$ cat src/rtl/seq_gen_pkg.sv
// Shared definitions for the sequence generator.
// Mode encodings and FSM state type used by seq_gen and seq_step.
package seq_gen_pkg;

    localparam logic [1:0] MODE_FIB   = 2'b00;
    localparam logic [1:0] MODE_LUCAS = 2'b01;
    localparam logic [1:0] MODE_ARITH = 2'b10;
    localparam logic [1:0] MODE_GEN   = 2'b11;

    typedef enum logic [1:0] {
        IDLE = 2'b00,
        RUN  = 2'b01,
        DONE = 2'b10
    } state_e;

endpackage

$ cat src/rtl/seq_step.sv
// Combinational next-term adder for seq_gen.
// Ports: mode selects operands; cur/nxt are the current term pair,
// inc is the latched arithmetic step; sum is WIDTH+1 bits (MSB = carry).
module seq_step
    import seq_gen_pkg::*;
#(
    parameter int WIDTH = 64
) (
    input  logic [1:0]       mode,
    input  logic [WIDTH-1:0] cur,
    input  logic [WIDTH-1:0] nxt,
    input  logic [WIDTH-1:0] inc,
    output logic [WIDTH:0]   sum
);

    logic [WIDTH-1:0] op_a;

    // Arithmetic progression adds the fixed step; every other
    // mode is a two-term recurrence.
    always_comb begin
        op_a = cur;
        if (mode == MODE_ARITH) begin
            op_a = inc;
        end
        sum = {1'b0, op_a} + {1'b0, nxt};
    end

endmodule

$ cat src/rtl/seq_gen.sv
// Integer sequence generator (Fibonacci, Lucas, arithmetic, generalised).
// Ports: clk, reset (async active-low), start/stop control, mode, seed0/1,
// out_ready in; out_valid, value, index, overflow, busy out.
module seq_gen
    import seq_gen_pkg::*;
#(
    parameter int WIDTH = 64,
    parameter int IDX_W = 16
) (
    input  logic             clk,
    input  logic             reset,
    input  logic             start,
    input  logic             stop,
    input  logic [1:0]       mode,
    input  logic [WIDTH-1:0] seed0,
    input  logic [WIDTH-1:0] seed1,
    input  logic             out_ready,
    output logic             out_valid,
    output logic [WIDTH-1:0] value,
    output logic [IDX_W-1:0] index,
    output logic             overflow,
    output logic             busy
);

    state_e           state_q, state_d;
    logic [1:0]       mode_q, mode_d;
    logic [WIDTH-1:0] cur_q, cur_d;
    logic [WIDTH-1:0] nxt_q, nxt_d;
    logic [WIDTH-1:0] inc_q, inc_d;
    logic [IDX_W-1:0] idx_q, idx_d;
    logic             nxt_ovf_q, nxt_ovf_d;
    logic             ovf_q, ovf_d;

    logic [WIDTH:0]   step_sum;
    logic [WIDTH:0]   seed_sum;

    seq_step #(
        .WIDTH (WIDTH)
    ) u_step (
        .mode (mode_q),
        .cur  (cur_q),
        .nxt  (nxt_q),
        .inc  (inc_q),
        .sum  (step_sum)
    );

    // Second arithmetic term may itself be unrepresentable.
    assign seed_sum = {1'b0, seed0} + {1'b0, seed1};

    always_comb begin
        state_d   = state_q;
        mode_d    = mode_q;
        cur_d     = cur_q;
        nxt_d     = nxt_q;
        inc_d     = inc_q;
        idx_d     = idx_q;
        nxt_ovf_d = nxt_ovf_q;
        ovf_d     = ovf_q;

        unique case (state_q)
            IDLE, DONE: begin
                if (start) begin
                    state_d   = RUN;
                    mode_d    = mode;
                    inc_d     = seed1;
                    idx_d     = '0;
                    ovf_d     = 1'b0;
                    nxt_ovf_d = 1'b0;
                    unique case (mode)
                        MODE_FIB: begin
                            cur_d = '0;
                            nxt_d = WIDTH'(1);
                        end
                        MODE_LUCAS: begin
                            cur_d = WIDTH'(2);
                            nxt_d = WIDTH'(1);
                        end
                        MODE_ARITH: begin
                            cur_d               = seed0;
                            {nxt_ovf_d, nxt_d}  = seed_sum;
                        end
                        default: begin
                            cur_d = seed0;
                            nxt_d = seed1;
                        end
                    endcase
                end
            end
            RUN: begin
                if (stop) begin
                    state_d = IDLE;
                end else if (out_ready) begin
                    // Terminal handshakes leave cur/index on the last term.
                    if (nxt_ovf_q) begin
                        state_d = DONE;
                        ovf_d   = 1'b1;
                    end else if (&idx_q) begin
                        state_d = DONE;
                    end else begin
                        cur_d              = nxt_q;
                        {nxt_ovf_d, nxt_d} = step_sum;
                        idx_d              = idx_q + 1'b1;
                    end
                end
            end
            default: begin
                state_d = IDLE;
            end
        endcase
    end

    always_ff @(posedge clk or negedge reset) begin
        if (!reset) begin
            state_q   <= IDLE;
            mode_q    <= '0;
            cur_q     <= '0;
            nxt_q     <= '0;
            inc_q     <= '0;
            idx_q     <= '0;
            nxt_ovf_q <= 1'b0;
            ovf_q     <= 1'b0;
        end else begin
            state_q   <= state_d;
            mode_q    <= mode_d;
            cur_q     <= cur_d;
            nxt_q     <= nxt_d;
            inc_q     <= inc_d;
            idx_q     <= idx_d;
            nxt_ovf_q <= nxt_ovf_d;
            ovf_q     <= ovf_d;
        end
    end

    assign out_valid = (state_q == RUN);
    assign busy      = (state_q == RUN);
    assign value     = cur_q;
    assign index     = idx_q;
    assign overflow  = ovf_q;

endmodule

$ cat config.mk
export PLATFORM = sky130hd
export DESIGN_NAME = seq_gen
export DESIGN_NICKNAME = d
export VERILOG_FILES = /design/src/rtl/seq_gen_pkg.sv /design/src/rtl/seq_step.sv /design/src/rtl/seq_gen.sv
export SDC_FILE = /design/constraint.sdc
export NUM_CORES = 1
export LEC_CHECK = 0
export ABC_AREA = 0
export CORE_UTILIZATION = 40
export DETAILED_ROUTE_END_ITERATION = 10
export HOLD_SLACK_MARGIN = 0.03
export PLACE_DENSITY = 0.7
export SLEW_MARGIN = 20
export SYNTH_ARGS = -nofsm -noshare
export SYNTH_HDL_FRONTEND = slang
export SYNTH_HIERARCHICAL = 1
export SYNTH_SLANG_ARGS = --single-unit
$ cat constraint.sdc
create_clock -name clk -period 5.85 [get_ports clk]
set_input_delay 0.8775 -clock clk [delete_from_list [all_inputs] [get_ports clk]]
set_output_delay 0.8775 -clock clk [all_outputs]
set_load 0.005 [all_outputs]
==> results of run 1 <==
## worst max-delay path: stages (launching register included)
cell and delay (ns):
dfrtp_1 0.39, nand2b_2 0.11, buf_4 0.58, mux2_2 0.41, ha_1 0.34, a21oi_1 0.20, o21ai_0 0.16, a221o_1 0.39
o21bai_1 0.17, a221oi_1 0.29, o21ai_1 0.13, buf_4 0.19, a211oi_2 0.35, o21bai_1 0.15, xnor2_1 0.15, a21oi_1 0.18
nor2_1 0.12, and4_1 0.24, a311oi_1 0.26, nand2_1 0.08
## cell families after synthesis
logic type                 share of synthesized area (%)
AOI/OAI and AO/OA                                   25.0
muxes                                               4.26
and+or+nand+nor                                     22.0
adders and majority gates                           9.04
xor gates and xnor gates                            6.18
buffers and inverters                               4.61
DFF                                                 28.8
## power by group
group	internal, uW	switching, uW	total, uW
combinational	3410	4780	8190
clock	1030	714	1750
sequential	2100	552	2660
total	6550	6040	12600
## cell usage after synthesis, drive strengths merged, types with 4 or more instances
| master | n | area [um2] |
|---|---|---|
| and2 | 11 | 68.8 |
| ha | 131 | 1640 |
| or2 | 6 | 37.5 |
| nor3b | 4 | 30.0 |
| nor4 | 5 | 31.3 |
| a21boi | 5 | 37.5 |
| a221oi | 36 | 328 |
| dfrtp | 214 | 5360 |
| nand2b | 17 | 106 |
| nor2b | 9 | 56.3 |
| a221o | 5 | 51.3 |
| mux2i | 7 | 70.1 |
| nand4 | 48 | 300 |
| nor2 | 245 | 920 |
| o21ai | 154 | 782 |
| and4 | 10 | 87.6 |
| o211ai | 12 | 95.1 |
| a31oi | 80 | 500 |
| mux2 | 64 | 721 |
| or3 | 12 | 75.1 |
| nand2 | 435 | 1640 |
| a211oi | 15 | 123 |
| o31ai | 25 | 198 |
| o41ai | 4 | 61.3 |
| a21o | 49 | 372 |
| xor2 | 63 | 552 |
| xnor2 | 68 | 596 |
| and3 | 10 | 62.6 |
| o21bai | 33 | 248 |
| nand3 | 85 | 425 |
| o21a | 14 | 105 |
| clkbuf | 130 | 494 |
| nor3 | 31 | 160 |
| inv | 42 | 158 |
| o22ai | 8 | 50.1 |
| buf | 27 | 183 |
| a21oi | 243 | 1230 |
| o221ai | 5 | 43.8 |
## per-layer routing
layer	up-vias	GRT usage [%]
met5	-	0
met4	0	9.98
met3	160	3.50
met2	881	45.8
met1	9199	39.1
li1	8908	-
## stage by stage
| stage | area [um2] | total power (uW) | util (%) | hold WS, ns |
|---|---|---|---|---|
| finish | 21900 | 12600 | 48.2 | 0.359 |
| global route | 21900 | 13500 | 48.2 | 0.448 |
| CTS | 21900 | 12500 | 48.2 | 0.418 |
| detailed placement | 21100 | 10600 | 46.2 | 0.459 |
| global placement | 21100 | 10600 | 46.2 | 0.454 |
| floorplan | 18600 | 8310 | - | 0.440 |
## area by class of cell
class                           count  area [um2]  area share (%)
Clock inverter                     15         189           0.861
Sequential cell                   214        5360            24.4
Inverter                           42         160           0.730
Multi-Input combinational cell   2003       12400            56.5
Clock buffer                       33         708            3.23
Tap cell                          600         751            3.42
Timing Repair Buffer              244        2390            10.9
## placed cells by master (no fill, tap or decap), types with 68 or more instances in the layout
master	n
nand2_1	434
nor2_1	244
a21oi_1	240
dfrtp_1	214
clkdlybuf4s50_1	214
o21ai_0	145
ha_1	131
nand3_1	85
a31oi_1	80
xnor2_1	68
## sequential cells by signal, indices dropped and copies added, names as in the netlist
register,flops
mode_q,2
state_q,2
value,64
inc_q,64
nxt_ovf_q,1
nxt_q,64
index,16
overflow,1
## path summary, 6_finish.rpt
path / from / endpoint / slack, ns / cells after the start
worst min-delay path: reset / value[18] / 0.36 / 1
min in group clk: inc_q[36] / inc_q[36] / 0.47 / 2
worst min register to register: inc_q[36] / inc_q[36] / 0.47 / 2
worst max register to register: mode_q[1] / nxt_q[57] / 0.82 / 19
worst max-delay path: mode_q[1] / nxt_q[57] / 0.82 / 19
max in group asynchronous: reset / nxt_q[53] / 4.38 / 2
==> results.cfg, run 1 <==
[status]
status = finished, final reports clean

[drt]
met3_length_um = 4980
routed.top_layer = met4
drt_first_pass_iters = 5
antenna_left = 0
wire_per_inst_um = 21.8
vias = 19148
wirelength_um = 68700
drt_iter0_markers = 1944
via_per_inst = 6.08
wl_met1_um = 29800
dr_wl_met2_um = 31200
drc = 0

[floorplanning]
ios = 218
die_h_um = 217
rows = 78
core_region_area_um2 = 45600
fp.dieW_um = 217
die_area_um2 = 47300
start_util_pct = 40.7

[worst_setup_path]
critPathKind = flop to flop
cp.required_ns = 6.30
crit_path_start_kind = flop
cp.arrival_ns = 5.48
endpoint_kind = flop
path_max_fanout = 40

[global_routing]
grt_max_degree = 115
first_global_vias = 18242
grt_usage_pct = 28.4
grt_overflow = 0
grt_pass1_wl_um = 106000
antenna_found_initial = 0

[sta]
setup_viol = 0
finalSetupTns_ns = 0
worst_slack_ns = 0.815
timing.final.crit_share_pct = 86.1
period_needed_ns = 5.03
slew_violations = 0
worst_clock_skew_ns = 0.0252
rsz0062_at_grt = no
timing.slew.headroom_pct = 35.7
hold_viol = 0
worst-slew-pin-transition_ns = 0.964
fmax_mhz = 199

[yosys]
synth_edf_count = 0
syn_inst = 2418
ys_types = 94
synth_nets = 2686
syn_area_um2 = 18600
syn-mean-instance-area_um2 = 7.68
ys_seq_area_share_pct = 28.8
synthFlopType = dfrtp_1
ys_warn_count = 6
ys_ff_latch = 214
async_flop_share_pct = 100

[cts]
cts_tree = built
cts.sinks = 214
hold_buffers = 0
clk_pin_slew_ns = 0.06
cts_max_path_buffers = 3
htree_levels = 1
cts_resized = 0
cts_inserted_buffers = 27
cts_setup_buffers = 0
clk_latency_ns = 0.59
cts_root_buf = clkbuf_16

[placement]
dp_cells = 3103
pre_cts_slack_ns = 0.943
gp_congestion = 1.00
hpwl_um = 51200
io_buffers = 217

[final_layout]
drive_gt1_share_pct = 7.13
fillCellCount = 4478
instances_no_fill = 3151
fin_nets = 2800
area_growth_pct = 18.2
diodes = 0

[power_and_ir_drop]
ir_worst_vdd_mv = 0.288
p_leak_uw = 0.00940
power.density_nw_per_um2 = 574

[job]
cap_violations = 0

[min_path]
min_path_type = input pin to asynchronous set/reset pin
Power figures use the tool's default switching activity.
==> inputs of run 2 (changes only) <==
SKIP_LAST_GASP = 1   (was unset)
SLEW_MARGIN = unset   (was 20)
==> results of run 2 <==
No change in the layout: final DEF, timing and power equal those of run 1.
